==> src/rtl/height_pkg.sv <==
// Shared types and constants for the height history pipeline.
package height_pkg;

   localparam int HIST_DEPTH    = 10;
   localparam int MAX_HEIGHT_IN = 107;

   typedef logic [7:0] height_t;

   typedef enum logic [1:0] {
      IDLE,
      SETTLE,
      WAIT_CLEAR
   } hh_state_t;

   // The display shows at most 8'11", so anything taller is pinned there.
   function automatic height_t clamp_height(input logic [11:0] v);
      return (v > 12'(MAX_HEIGHT_IN)) ? height_t'(MAX_HEIGHT_IN) : v[7:0];
   endfunction

endpackage

==> src/rtl/height_shift_reg.sv <==
// History store: newest value enters at index 0, oldest falls off the top.
module height_shift_reg
   import height_pkg::*;
#(
   parameter int DEPTH = HIST_DEPTH
) (
   input  logic                  clk,
   input  logic                  reset_n,
   input  logic                  shift_en,
   input  logic                  clear,
   input  height_t               din,
   output height_t [DEPTH-1:0]   hist
);

   height_t [DEPTH-1:0] r_hist;

   always_ff @(posedge clk) begin
      if (!reset_n)
         r_hist <= '0;
      else if (clear)
         r_hist <= '0;
      else if (shift_en)
         r_hist <= {r_hist[DEPTH-2:0], din};
   end

   assign hist = r_hist;

endmodule

==> src/rtl/height_history.sv <==
// Distance-to-height conversion, stillness detection and one commit per visit.
// Optional feature macro: HEIGHT_HISTORY_AVG_EN (commit the mean of the stable run).
module height_history
   import height_pkg::*;
#(
   parameter int MOUNT_IN      = 96,
   parameter int MIN_HEIGHT_IN = 36,
   parameter int TOL_IN        = 1,
   parameter int STABLE_COUNT  = 4
) (
   input  logic       clk,
   input  logic       reset_n,
   input  logic       sample_valid,
   input  logic [7:0] distance_in,
   input  logic       clear_hist,
   output logic [7:0] hist_0,
   output logic [7:0] hist_1,
   output logic [7:0] hist_2,
   output logic [7:0] hist_3,
   output logic [7:0] hist_4,
   output logic [7:0] hist_5,
   output logic [7:0] hist_6,
   output logic [7:0] hist_7,
   output logic [7:0] hist_8,
   output logic [7:0] hist_9,
   output logic       new_entry,
   output logic [3:0] entry_count,
   output logic       present
);

   localparam height_t MOUNT_H = height_t'(MOUNT_IN);
   localparam height_t MIN_H   = height_t'(MIN_HEIGHT_IN);
   localparam height_t TOL_H   = height_t'(TOL_IN);

   hh_state_t  r_state, w_state_nxt;
   height_t    r_ref, w_ref_nxt;
   logic [3:0] r_stable_cnt, w_cnt_nxt, w_cnt_inc;
   logic [3:0] r_count;
   logic       r_new_entry;
   logic       w_commit;
   height_t    w_h, w_diff, w_commit_val;
   logic       w_occ, w_in_tol;
   height_t [HIST_DEPTH-1:0] w_hist;

`ifdef HEIGHT_HISTORY_AVG_EN
   localparam int AVG_SHIFT = $clog2(STABLE_COUNT);
   logic [11:0] r_acc, w_acc_nxt;
`endif

   assign w_h      = (distance_in < MOUNT_H) ? (MOUNT_H - distance_in) : '0;
   assign w_occ    = (w_h >= MIN_H);
   assign w_diff   = (w_h >= r_ref) ? (w_h - r_ref) : (r_ref - w_h);
   assign w_in_tol = (w_diff <= TOL_H);
   assign w_cnt_inc = r_stable_cnt + 4'd1;

   always_comb begin
      w_state_nxt = r_state;
      w_ref_nxt   = r_ref;
      w_cnt_nxt   = r_stable_cnt;
      w_commit    = 1'b0;
`ifdef HEIGHT_HISTORY_AVG_EN
      w_acc_nxt   = r_acc;
`endif
      if (sample_valid) begin
         case (r_state)
            IDLE: begin
               if (w_occ) begin
                  w_ref_nxt   = w_h;
                  w_cnt_nxt   = 4'd1;
                  w_state_nxt = SETTLE;
`ifdef HEIGHT_HISTORY_AVG_EN
                  w_acc_nxt   = 12'(w_h);
`endif
               end
            end
            SETTLE: begin
               if (!w_occ) begin
                  w_state_nxt = IDLE;
               end else if (w_in_tol) begin
                  w_ref_nxt = w_h;
                  w_cnt_nxt = w_cnt_inc;
`ifdef HEIGHT_HISTORY_AVG_EN
                  w_acc_nxt = r_acc + 12'(w_h);
`endif
                  if (w_cnt_inc == 4'(STABLE_COUNT)) begin
                     w_commit    = 1'b1;
                     w_state_nxt = WAIT_CLEAR;
                  end
               end else begin
                  // Target moved too much: this sample starts a fresh run.
                  w_ref_nxt = w_h;
                  w_cnt_nxt = 4'd1;
`ifdef HEIGHT_HISTORY_AVG_EN
                  w_acc_nxt = 12'(w_h);
`endif
               end
            end
            WAIT_CLEAR: begin
               if (!w_occ)
                  w_state_nxt = IDLE;
            end
            default: w_state_nxt = IDLE;
         endcase
      end
   end

`ifdef HEIGHT_HISTORY_AVG_EN
   assign w_commit_val = clamp_height(w_acc_nxt >> AVG_SHIFT);
`else
   assign w_commit_val = clamp_height(12'(w_h));
`endif

   always_ff @(posedge clk) begin
      if (!reset_n) begin
         r_state      <= IDLE;
         r_ref        <= '0;
         r_stable_cnt <= '0;
         r_count      <= '0;
         r_new_entry  <= 1'b0;
`ifdef HEIGHT_HISTORY_AVG_EN
         r_acc        <= '0;
`endif
      end else if (clear_hist) begin
         r_state      <= IDLE;
         r_ref        <= '0;
         r_stable_cnt <= '0;
         r_count      <= '0;
         r_new_entry  <= 1'b0;
`ifdef HEIGHT_HISTORY_AVG_EN
         r_acc        <= '0;
`endif
      end else begin
         r_state      <= w_state_nxt;
         r_ref        <= w_ref_nxt;
         r_stable_cnt <= w_cnt_nxt;
         r_new_entry  <= w_commit;
`ifdef HEIGHT_HISTORY_AVG_EN
         r_acc        <= w_acc_nxt;
`endif
         if (w_commit && (r_count < 4'(HIST_DEPTH)))
            r_count <= r_count + 4'd1;
      end
   end

   // clear_hist outranks shift_en inside the store, so a dropped sample cannot shift.
   height_shift_reg #(.DEPTH(HIST_DEPTH)) u_hist (
      .clk      (clk),
      .reset_n  (reset_n),
      .shift_en (w_commit),
      .clear    (clear_hist),
      .din      (w_commit_val),
      .hist     (w_hist)
   );

   assign hist_0      = w_hist[0];
   assign hist_1      = w_hist[1];
   assign hist_2      = w_hist[2];
   assign hist_3      = w_hist[3];
   assign hist_4      = w_hist[4];
   assign hist_5      = w_hist[5];
   assign hist_6      = w_hist[6];
   assign hist_7      = w_hist[7];
   assign hist_8      = w_hist[8];
   assign hist_9      = w_hist[9];
   assign new_entry   = r_new_entry;
   assign entry_count = r_count;
   assign present     = (r_state == SETTLE) || (r_state == WAIT_CLEAR);

endmodule

==> config.mk <==
export PLATFORM = sky130hd
export DESIGN_NAME = height_history
export DESIGN_NICKNAME = d
export VERILOG_FILES = /design/src/rtl/height_pkg.sv /design/src/rtl/height_shift_reg.sv /design/src/rtl/height_history.sv
export SDC_FILE = /design/constraint.sdc
export NUM_CORES = 1
export LEC_CHECK = 0
export BUFFER_PORTS_ARGS = -buffer_cell sky130_fd_sc_hd__buf_2
export CORE_MARGIN = 2
export CORE_UTILIZATION = 50
export DETAILED_ROUTE_END_ITERATION = 8
export PLACE_DENSITY = 0.77
export SYNTH_ARGS = -nofsm -noshare
export SYNTH_HDL_FRONTEND = slang
export SYNTH_SLANG_ARGS = --single-unit
==> constraint.sdc <==
create_clock -name clk -period 4.2 [get_ports clk]
set_clock_uncertainty 0.2 [all_clocks]
set_input_delay 1.05 -clock clk [delete_from_list [all_inputs] [get_ports clk]]
set_output_delay 1.05 -clock clk [all_outputs]
set_load 0.1 [all_outputs]
==> results of run 1 <==
-- through the flow --
stage	setup slack [ps]	util, %	hold WS, ps	area, µm²
after CTS	16.8	63.2	260	5870
after detailed placement	-357	61.3	245	5690
after floorplan	6.90	-	222	4860
after global routing	-119	65.9	278	6120
final	-8.41	65.9	254	6120
after global placement	-251	61.3	236	5690
-- path summary, 6_finish.rpt --
check	startpoint	endpoint
worst max-delay path	distance_in[3]	u_hist.hist[19]$_SDFFE_PP0P_
worst min-delay path	r_ref[7]$_SDFFE_PP0P_	r_ref[7]$_SDFFE_PP0P_
worst max register to register	r_ref[0]$_SDFFE_PP0P_	u_hist.hist[19]$_SDFFE_PP0P_
worst min register to register	r_ref[7]$_SDFFE_PP0P_	r_ref[7]$_SDFFE_PP0P_
-- worst max-delay path, delay by kind of cell --
kind                     cells  cell delay, ps
buffers and inverters        5             590
AND/OR/NAND/NOR              4            1220
multiplexers                 1             190
AO/OA/AOI/OAI                4             910
XOR/XNOR                     1             120
adder cells (fa/ha/maj)      1             190
-- flip-flops by register name, indices dropped and copies added (netlist names) --
name	flops
r_stable_cnt	4
entry_count	4
u_hist.hist	80
r_state	2
new_entry	1
r_ref	8
-- routing by layer --
metal	track usage, %	up-vias	share of wire [%]
met2	37.5	89	51
met1	24.6	1942	42
met5	0	-	0
li1	-	2000	-
met4	4.41	0	1.5
met3	6.91	16	5.9
-- power by group through the flow --
stage                     clock network, mW  registers [mW]  logic, mW
after floorplan                           0           0.961      0.120
after global placement                    0           0.961      0.176
after detailed placement                  0           0.962      0.181
after CTS                             0.564           0.940      0.182
after global routing                  0.598           0.940      0.224
final                                 0.555           0.940      0.207
-- cells by family after synthesis --
kind of cell / count (synthesis) / synth area share [%]
simple gates: 173 / 15.9
fa+ha+maj: 23 / 6.28
flops: 99 / 41.1
buf+inv: 56 / 7.58
compound gates: 65 / 10.4
mux: 81 / 16.8
other cells: 1 / 0.0778
xor+xnor: 10 / 1.82
-- area by class of cell --
| type | instances | area [µm²] |
|---|---|---|
| fill | 728 | 3160 |
| clock buffer | 11 | 141 |
| clock inverter | 4 | 33.8 |
| inverter | 24 | 92.6 |
| timing repair buffer | 154 | 1090 |
| sequential | 99 | 1980 |
| tap | 129 | 161 |
| multi-input combinational | 353 | 2630 |
-- cell usage in the layout (no fill, tap or decap), drive strengths merged, types with 3 or more instances in the layout --
master | synthesis | final
o2111ai | 4 | 4
mux2i | 80 | 80
ha | 21 | 21
nand2b | 7 | 7
nand3 | 9 | 9
nor2 | 25 | 25
a21o | 4 | 4
o21a | 6 | 6
buf | 16 | 154
nor3 | 4 | 4
a211o | 3 | 3
inv | 24 | 26
and2 | 3 | 3
o311ai | 4 | 4
o21ai | 3 | 3
xor2 | 4 | 4
a211oi | 3 | 3
clkbuf | 16 | 11
nor2b | 4 | 4
xnor2 | 6 | 6
dfxtp | 99 | 99
a21oi | 19 | 19
or2 | 3 | 3
nand2 | 108 | 108
-- what timing repair did --
action,CTS,global route
gates cloned,0,0
hold endpoints to repair,0,0
setup buffers,0,10
endpoints found under the setup margin,2,88
pin swaps,0,19
gates resized for setup,1,45
==> reports/qor.yml, run 1 <==
drt:
  routed-via-count: 4047
  initialDrtViolationCount: 129
  routed_via_density: 5.23
  wl_per_cell_um: 14.8
  ant_nets: 0
  firstDrtPassIters: 4
  routed_wl_um: 11500
  drc: 0
timing:
  setup_viol: 1
  setup_slack_ps: -8.41
  slew_violations: 0
  finalSetupTns_ps: -8.41
  worst_pin_slew_ps: 999
  fin_crit_sh_pct: 100
  grt_setup_unrepaired: "true"
  finalHoldViolCount: 0
  fmax_mhz: 238
  min_period_ps: 4210
  slew_headroom_pct: 33.3
placement:
  portBuffers: 97
  gp_congestion: 0.890
  hpwl_um: 8360
  dp_cells: 750
die:
  fp.dieH_um: 102
  fp.dieW_um: 102
  row_count: 35
  core_area_mm2: 0.00928
  dieArea_mm2: 0.0104
  initial_utilization_pct: 51.9
  io_pins: 98
power:
  switchingPower_mw: 0.433
  ir_worst_vdd_mv: 0.217
  total_power_mw: 1.70
  intPower_mw: 1.27
  combPwrFrac_pct: 12.2
  power_frac_clock_pct: 32.6
  cellPowerDensity_mw_per_mm2: 278
  pwr-share-seq_pct: 55.2
  p_leak_nw: 2.59
  switching_share_pct: 25.4
synthesis:
  synthTopCellsByArea: "dfxtp_1 (41%), mux2i_1 (17%), nand2_1 (8.4%), ha_1 (5.4%), buf_12 (3.3%)"
  synth_area_mm2: 0.00482
  yosys_warnings: 0
  synthMostInstantiatedCell: "nand2_1"
  netlist_top_cells_count: "nand2_1 (108), dfxtp_1 (99), mux2i_1 (80), inv_1 (24), nor2_1 (24)"
  synth.largest_area_cell: "dfxtp_1"
  async_flop_share_pct: 0
  yosysTopAreaCellShare_pct: 41.1
  syn_nets: 543
  synth-seq-cells: 99
  syn_inst: 508
  seq_area_frac_synth_pct: 41.1
  synth_area_per_cell_um2: 9.49
  ys_dominant_reg_cell: "dfxtp_1"
  synth-edff-count: 0
  synth_cell_type_count: 60
cells_and_area:
  syn_to_final_growth_pct: 27.0
  antenna-diode-count: 0
  drive_above_1_share_pct: 31.2
  final_cell_count_no_fill: 774
  fin_nets: 676
cts:
  clk-insertion-delay-late_ps: 350
  cts_buffers: 9
  path_clk_slew_ps: 100
  h-tree-depth: 3
  cts-root-buf: "clkbuf_8"
  cts_buffer_depth: 2
  clock-sinks: 99
  hold_buffers: 0
  cts_tree: "built"
global_route:
  grt_pass1_vias: 3910
  grt_max_degree: 47
  antenna_found_initial: 0
  grt_first_pass_wirelength_um: 17600
  grt.overflow.total: 0
  grt.total_usage_pct: 21.0
critical_path:
  crit_type: "primary input to flop"
  cp_max_fo: 6
  worstPathArrival_ps: 4290
  reg2reg_depth: 13
  cp-start-kind: "primary input"
  slowest_delay_ps: 560
  crit_chain: "buf_6 -> or4_1 -> nand3_2 -> inv_1 -> ha_2 -> a21o_1 -> a221o_1 -> a41oi_2 -> xnor2_2 -> nor4_4 -> o2111ai_4 -> nor2_4 -> buf_12 -> buf_8 -> buf_12 -> mux2i_1"
  end_kind: "flop"
  slowest_stage: "or4_1"
  crit_path_frequent_cell: "buf_12"
  required_ps: 4280
  regToRegSetupSlack_ps: 930
run_status:
  status: "finished with violations"
  violations: "negative setup slack"
run:
  drv_cap: 0
min_path:
  min_path_cells: 2
  hp-class: "flop to flop"
No activity file was read; power rests on OpenSTA's default activity.
==> run 2, diff against run 1 <==
Settings changed: GPL_ROUTABILITY_DRIVEN from default to 0, RECOVER_POWER from default to 100.
==> reports/qor.yml, run 2 (same netlist as run 1, synthesis figures left out) <==
cells_and_area:
  most-common-layout-cells: "nand2_1 (108), dfxtp_1 (99), clkbuf_1 (86)"  # was nand2_1 (108), dfxtp_1 (99), buf_2 (91)
  antenna-diode-count: 0  # unchanged
  largest_register_ff_count: 80  # unchanged
  drive_above_1_share_pct: 19.2  # was 31.2%
  fin_nets: 681  # was 676
  utilization_pct: 65.3  # was 65.9%
  layout_commonest_cell: "nand2_1"  # unchanged
  final_area_mm2: 0.00606  # was 0.00612 mm²
  syn_to_final_growth_pct: 25.7  # was 27.0%
cts:
  cts_tree: "built"  # unchanged
  cts-root-buf: "clkbuf_8"  # unchanged
  clk-insertion-delay-late_ps: 360  # was 350 ps
  cts_buffers: 9  # unchanged
  clock-sinks: 99  # unchanged
  path_clk_slew_ps: 100  # about the same
  cts_buffer_depth: 2  # unchanged
  hold_buffers: 0  # unchanged
  h-tree-depth: 3  # unchanged
power:
  combPwrFrac_pct: 12.3  # was 12.2%
  intPower_mw: 1.27  # about the same
  switching_share_pct: 27.7  # was 25.4%
  power_frac_clock_pct: 34.4  # was 32.6%
  pwr-share-seq_pct: 53.4  # was 55.2%
  cellPowerDensity_mw_per_mm2: 291  # was 278 mW/mm²
  ir_worst_vdd_mv: 0.238  # was 0.217 mV
  p_leak_nw: 2.24  # was 2.59 nW
  switchingPower_mw: 0.487  # was 0.433 mW
die:
  dieArea_mm2: 0.0104  # unchanged
  initial_utilization_pct: 51.9  # unchanged
  io_pins: 98  # unchanged
  core_area_mm2: 0.00928  # unchanged
  fp.dieW_um: 102  # unchanged
  row_count: 35  # unchanged
  fp.dieH_um: 102  # unchanged
timing:
  setup_viol: 0  # was 1
  worst_pin_slew_ps: 1230  # was 999 ps
  setup_slack_ps: 23.0  # was -8.41 ps
  slew_violations: 0  # unchanged
  grt_setup_unrepaired: "true"  # unchanged
  slew_headroom_pct: 18.4  # was 33.3%
  fmax_mhz: 239  # was 238 MHz
  fin_crit_sh_pct: 99.5  # was 100%
  min_period_ps: 4180  # was 4210 ps
  finalSetupTns_ps: 0  # was -8.41 ps
  finalHoldViolCount: 0  # unchanged
  fin_hold_ws_ps: 252  # was 254 ps
placement:
  placed_area_mm2: 0.00573  # was 0.00569 mm²
  portBuffers: 97  # unchanged
  post-place-ws_ps: -384  # was -357 ps
  hpwl_um: 8420  # was 8360 µm
run_status:
  status: "finished, final reports clean"  # was finished with violations
critical_path:
  crit_end: "r_state[1]$_SDFFE_PP0P_"  # was u_hist.hist[19]$_SDFFE_PP0P_
  end_kind: "flop"  # unchanged
  reg2reg_depth: 13  # unchanged
  required_ps: 4260  # was 4280 ps
  cp_max_fo: 7  # was 6
  crit_path_frequent_cell: "buf_4"  # was buf_12
  crit_type: "primary input to flop"  # unchanged
  critPathBufInv: 8  # was 5
  regToRegEndpoint: "u_hist.hist[68]$_SDFFE_PP0P_"  # was u_hist.hist[19]$_SDFFE_PP0P_
  rr_startpoint: "r_ref[0]$_SDFFE_PP0P_"  # unchanged
  cp-start-kind: "primary input"  # unchanged
  crit_chain: "buf_2 -> nor3_4 -> nand2_1 -> a211oi_4 -> clkbuf_4 -> buf_4 -> inv_1 -> ha_1 -> a21oi_1 -> buf_4 -> nand2b_1 -> o311a_1 -> o22ai_2 -> nor4_2 -> o2111ai_4 -> nor2_4 -> buf_12 -> buf_12 -> buf_4 -> a22o_1"  # was buf_6 -> or4_1 -> nand3_2 -> inv_1 -> ha_2 -> a21o_1 -> a221o_1 -> a41oi_2 -> xnor2_2 -> nor4_4 -> o2111ai_4 -> nor2_4 -> buf_12 -> buf_8 -> buf_12 -> mux2i_1
  critPathLaunch: "distance_in[4]"  # was distance_in[3]
  worstPathArrival_ps: 4230  # was 4290 ps
  slowest_stage: "a211oi_4"  # was or4_1
  regToRegSetupSlack_ps: 840  # was 930 ps
  slowest_delay_ps: 320  # was 560 ps
  path_delay_family: "compound AO/OA/AOI/OAI gates"  # was simple AND/OR/NAND/NOR gates
  crit_cells: 20  # was 16
drt:
  routed_via_density: 5.25  # was 5.23
  ant_nets: 0  # unchanged
  initialDrtViolationCount: 149  # was 129
  routed_wl_um: 11600  # was 11,500 µm
  wl_per_cell_um: 14.8  # about the same
  firstDrtPassIters: 4  # unchanged
  drc: 0  # unchanged
  routed-via-count: 4098  # was 4,047
run:
  drv_cap: 0  # unchanged
min_path:
  hp-class: "flop to flop"  # unchanged
global_route:
  grt.overflow.total: 0  # unchanged
  grt_first_pass_wirelength_um: 17900  # was 17,600 µm
  grt_max_degree: 47  # unchanged
  grt_pass1_vias: 3964  # was 3,910
  antenna_found_initial: 0  # unchanged
  grt.total_usage_pct: 21.5  # was 21.0%
## run 2: cell types whose count changed in the layout (fill, tap and decap cells not counted), moves of 2 or more
cell / delta
inv_8: +2
buf_8: -3
buf_2: -80
buf_12: -2
buf_4: +3
clkbuf_1: +85
clkinv_8: +2
inv_1: +2
## run 2: worst reg2reg max path, cell delays in order (launching register included)
cell	delay, ps
dfxtp_1	360
ha_1	260
fa_2	370
nand2b_1	160
a21oi_2	190
o2111ai_2	140
a211o_1	360
nor4_4	330
o2111ai_4	190
nor2_4	160
buf_12	140
buf_12	130
clkbuf_16	150
mux2i_1	180
## run 2: final cells by class
class	count	area, µm²
Inverter	24	90.1
Fill cell	808	3220
Tap cell	129	161
Multi-Input combinational cell	353	2660
Sequential cell	99	1980
Clock inverter	7	80.1
Timing Repair Buffer	159	967
Clock buffer	9	124
## run 2: power by group through the flow
stage	clock (mW)	combinational [mW]	sequential, mW
2_1_floorplan	0	0.120	0.961
3_3_place_gp	0	0.178	0.961
3_5_place_dp	0	0.185	0.961
4_1_cts	0.612	0.186	0.940
5_1_grt	0.655	0.231	0.940
6_report	0.605	0.216	0.940
## run 2: worst min path at each step
stage | slack [ps] | cells after the start | endpoint | startpoint
after floorplan | 220 | 2 | r_ref[7]$_SDFFE_PP0P_ | r_ref[7]$_SDFFE_PP0P_
after global placement | 240 | 2 | r_ref[7]$_SDFFE_PP0P_ | r_ref[7]$_SDFFE_PP0P_
after detailed placement | 240 | 2 | r_ref[7]$_SDFFE_PP0P_ | r_ref[7]$_SDFFE_PP0P_
after CTS | 260 | 2 | r_ref[7]$_SDFFE_PP0P_ | r_ref[7]$_SDFFE_PP0P_
after global routing | 280 | 2 | r_ref[7]$_SDFFE_PP0P_ | r_ref[7]$_SDFFE_PP0P_
final | 250 | 2 | r_ref[7]$_SDFFE_PP0P_ | r_ref[7]$_SDFFE_PP0P_
## run 2: what timing repair did
action / CTS / global route
endpoints found under the setup margin: 0 / 90
setup buffers: 0 / 14
resized for setup: 0 / 37
## run 2: routing by layer
layer	global-route usage, %	vias to the layer above	routed length (µm)
met2	37.9	106	5850
met4	6.67	0	260
met5	0	-	0
li1	-	2010	-
met1	24.8	1953	4760
met3	7.11	29	705
## run 2: through the flow
stage | total power, mW | cells
finish | 1.76 | 780
global route | 1.83 | 780
CTS | 1.74 | 769
detailed placement | 1.15 | 753
global placement | 1.14 | 753
floorplan | 1.08 | 508
==> run 3, diff against run 2 <==
Settings changed: SETUP_SLACK_MARGIN from default to 0.4.
==> reports/qor.yml, run 3 (same netlist as run 1, synthesis figures left out) <==
timing:
  slew_violations: 0  # unchanged
  worst_pin_slew_ps: 1240  # was 1230 ps
  fin_hold_ws_ps: 262  # was 252 ps
  setup_viol: 0  # unchanged
  min_period_ps: 4040  # was 4180 ps
  fin_crit_sh_pct: 96.1  # was 99.5%
  grt_setup_unrepaired: "true"  # unchanged
  slew_headroom_pct: 17.5  # was 18.4%
  fmax_mhz: 248  # was 239 MHz
  finalHoldViolCount: 0  # unchanged
drt:
  routed_wl_um: 12700  # was 11,600 µm
  firstDrtPassIters: 4  # unchanged
  initialDrtViolationCount: 159  # was 149
  ant_nets: 0  # unchanged
  drc: 0  # unchanged
  wl_per_cell_um: 16.1  # was 14.8 µm
  routed_via_density: 5.29  # was 5.25
  routed-via-count: 4185  # was 4,098
critical_path:
  crit_type: "primary input to flop"  # unchanged
  regToRegEndpoint: "u_hist.hist[19]$_SDFFE_PP0P_"  # was u_hist.hist[68]$_SDFFE_PP0P_
  worstPathArrival_ps: 4100  # was 4230 ps
  critPathLaunch: "distance_in[0]"  # was distance_in[4]
  cp_max_fo: 8  # was 7
  crit_end: "r_state[1]$_SDFFE_PP0P_"  # unchanged
  required_ps: 4260  # about the same
  cp-start-kind: "primary input"  # unchanged
  regToRegSetupSlack_ps: 900  # was 840 ps
  rr_startpoint: "r_ref[0]$_SDFFE_PP0P_"  # unchanged
  end_kind: "flop"  # unchanged
  reg2reg_depth: 14  # was 13
power:
  combPwrFrac_pct: 13.7  # was 12.3%
  intPower_mw: 1.36  # was 1.27 mW
  power_frac_clock_pct: 35.5  # was 34.4%
  switchingPower_mw: 0.488  # was 0.487 mW
  total_power_mw: 1.85  # was 1.76 mW
  cellPowerDensity_mw_per_mm2: 289  # was 291 mW/mm²
  pwr-share-seq_pct: 50.9  # was 53.4%
  switching_share_pct: 26.4  # was 27.7%
  ir_worst_vdd_mv: 0.228  # was 0.238 mV
  p_leak_nw: 2.35  # was 2.24 nW
placement:
  dp_cells: 749  # was 753
  portBuffers: 97  # unchanged
  hpwl_um: 8540  # was 8420 µm
cells_and_area:
  layout_commonest_cell: "nand2_1"  # unchanged
  largest_register_ff_count: 80  # unchanged
  syn_to_final_growth_pct: 32.8  # was 25.7%
  utilization_pct: 69.0  # was 65.3%
  most-common-layout-cells: "nand2_1 (105), dfxtp_1 (99), clkbuf_1 (87)"  # was nand2_1 (108), dfxtp_1 (99), clkbuf_1 (86)
  fin_nets: 692  # was 681
  drive_above_1_share_pct: 24.2  # was 19.2%
  final_cell_count_no_fill: 791  # was 780
  antenna-diode-count: 0  # unchanged
die:
  dieArea_mm2: 0.0104  # unchanged
  fp.dieH_um: 102  # unchanged
  core_area_mm2: 0.00928  # unchanged
  row_count: 35  # unchanged
  fp.dieW_um: 102  # unchanged
  initial_utilization_pct: 51.9  # unchanged
  io_pins: 98  # unchanged
cts:
  cts_buffer_depth: 2  # unchanged
  clk-insertion-delay-late_ps: 370  # was 360 ps
  cts_tree: "built"  # unchanged
  h-tree-depth: 3  # unchanged
  cts-root-buf: "clkbuf_8"  # unchanged
  cts_buffers: 9  # unchanged
  hold_buffers: 0  # unchanged
  path_clk_slew_ps: 90  # was 100 ps
  clock-sinks: 99  # unchanged
run_status:
  status: "finished, final reports clean"  # unchanged
global_route:
  grt_pass1_vias: 4210  # was 3,964
  grt_first_pass_wirelength_um: 19800  # was 17,900 µm
  grt.overflow.total: 0  # unchanged
  grt.total_usage_pct: 24.1  # was 21.5%
  grt_max_degree: 66  # was 47
  antenna_found_initial: 0  # unchanged
min_path:
  hp-class: "flop to flop"  # unchanged
run:
  drv_cap: 0  # unchanged
==> run 3: through the flow <==
step | instance area [µm²] | setup slack [ps] | setup TNS [ps]
CTS | 6390 | 204 | 0
finish | 6400 | 165 | 0
detailed placement | 5750 | -284 | -19520
global route | 6400 | 46.5 | 0
global placement | 5750 | -164 | -11210
floorplan | 5010 | 94.5 | 0
==> run 3: worst max-delay path, cell delays in order <==
cell	delay, ps
buf_6	100
inv_2	60
ha_4	130
nor3b_2	180
xnor2_1	170
and2_4	200
ha_4	220
buf_6	130
buf_6	110
a21o_1	180
o311a_1	300
o22ai_2	250
nor4_4	90
o2111ai_4	240
nor2_4	50
buf_12	150
buf_8	130
clkbuf_16	160
a22o_1	200
==> run 3: layer usage <==
| layer | vias up | global-route usage [%] | wire, µm |
|---|---|---|---|
| met5 | - | 0 | 0 |
| met4 | 0 | 10.6 | 398 |
| met3 | 36 | 5.75 | 622 |
| met2 | 116 | 41.6 | 6390 |
| met1 | 1993 | 28.5 | 5310 |
| li1 | 2040 | - | - |
==> run 3: power groups by stage <==
stage                     clock network (mW)  logic [mW]  registers, mW
after floorplan                            0       0.138          0.961
after global placement                     0       0.197          0.962
after detailed placement                   0       0.205          0.962
after CTS                              0.663       0.240          0.940
after global routing                   0.703       0.270          0.940
final                                  0.655       0.253          0.940
==> run 3: timing repair <==
| action | CTS | global route |
|---|---|---|
| gates resized for setup | 36 | 34 |
| gates cloned | 4 | 1 |
| pin swaps | 9 | 9 |
| setup endpoints to repair | 89 | 91 |
| setup buffers | 20 | 1 |
==> run 3: worst min-delay path by stage <==
stage                          start                     to  slack (ps)  cells past startpoint
2_1_floorplan  r_ref[7]$_SDFFE_PP0P_  r_ref[7]$_SDFFE_PP0P_         220                      2
3_3_place_gp   r_ref[7]$_SDFFE_PP0P_  r_ref[7]$_SDFFE_PP0P_         240                      2
3_5_place_dp   r_ref[7]$_SDFFE_PP0P_  r_ref[7]$_SDFFE_PP0P_         240                      2
4_1_cts        r_ref[7]$_SDFFE_PP0P_  r_ref[7]$_SDFFE_PP0P_         260                      2
5_1_grt        r_ref[7]$_SDFFE_PP0P_  r_ref[7]$_SDFFE_PP0P_         280                      2
6_report       r_ref[7]$_SDFFE_PP0P_  r_ref[7]$_SDFFE_PP0P_         260                      2
==> run 3: layout make-up <==
| cell class | count | area, µm² |
|---|---|---|
| clock buffers | 10 | 138 |
| clock inverters | 6 | 82.6 |
| fillers | 726 | 2880 |
| inverters | 24 | 95.1 |
| multi-input cells | 353 | 2780 |
| flip-flops and latches | 99 | 1980 |
| well taps | 129 | 161 |
| repair buffers | 170 | 1160 |
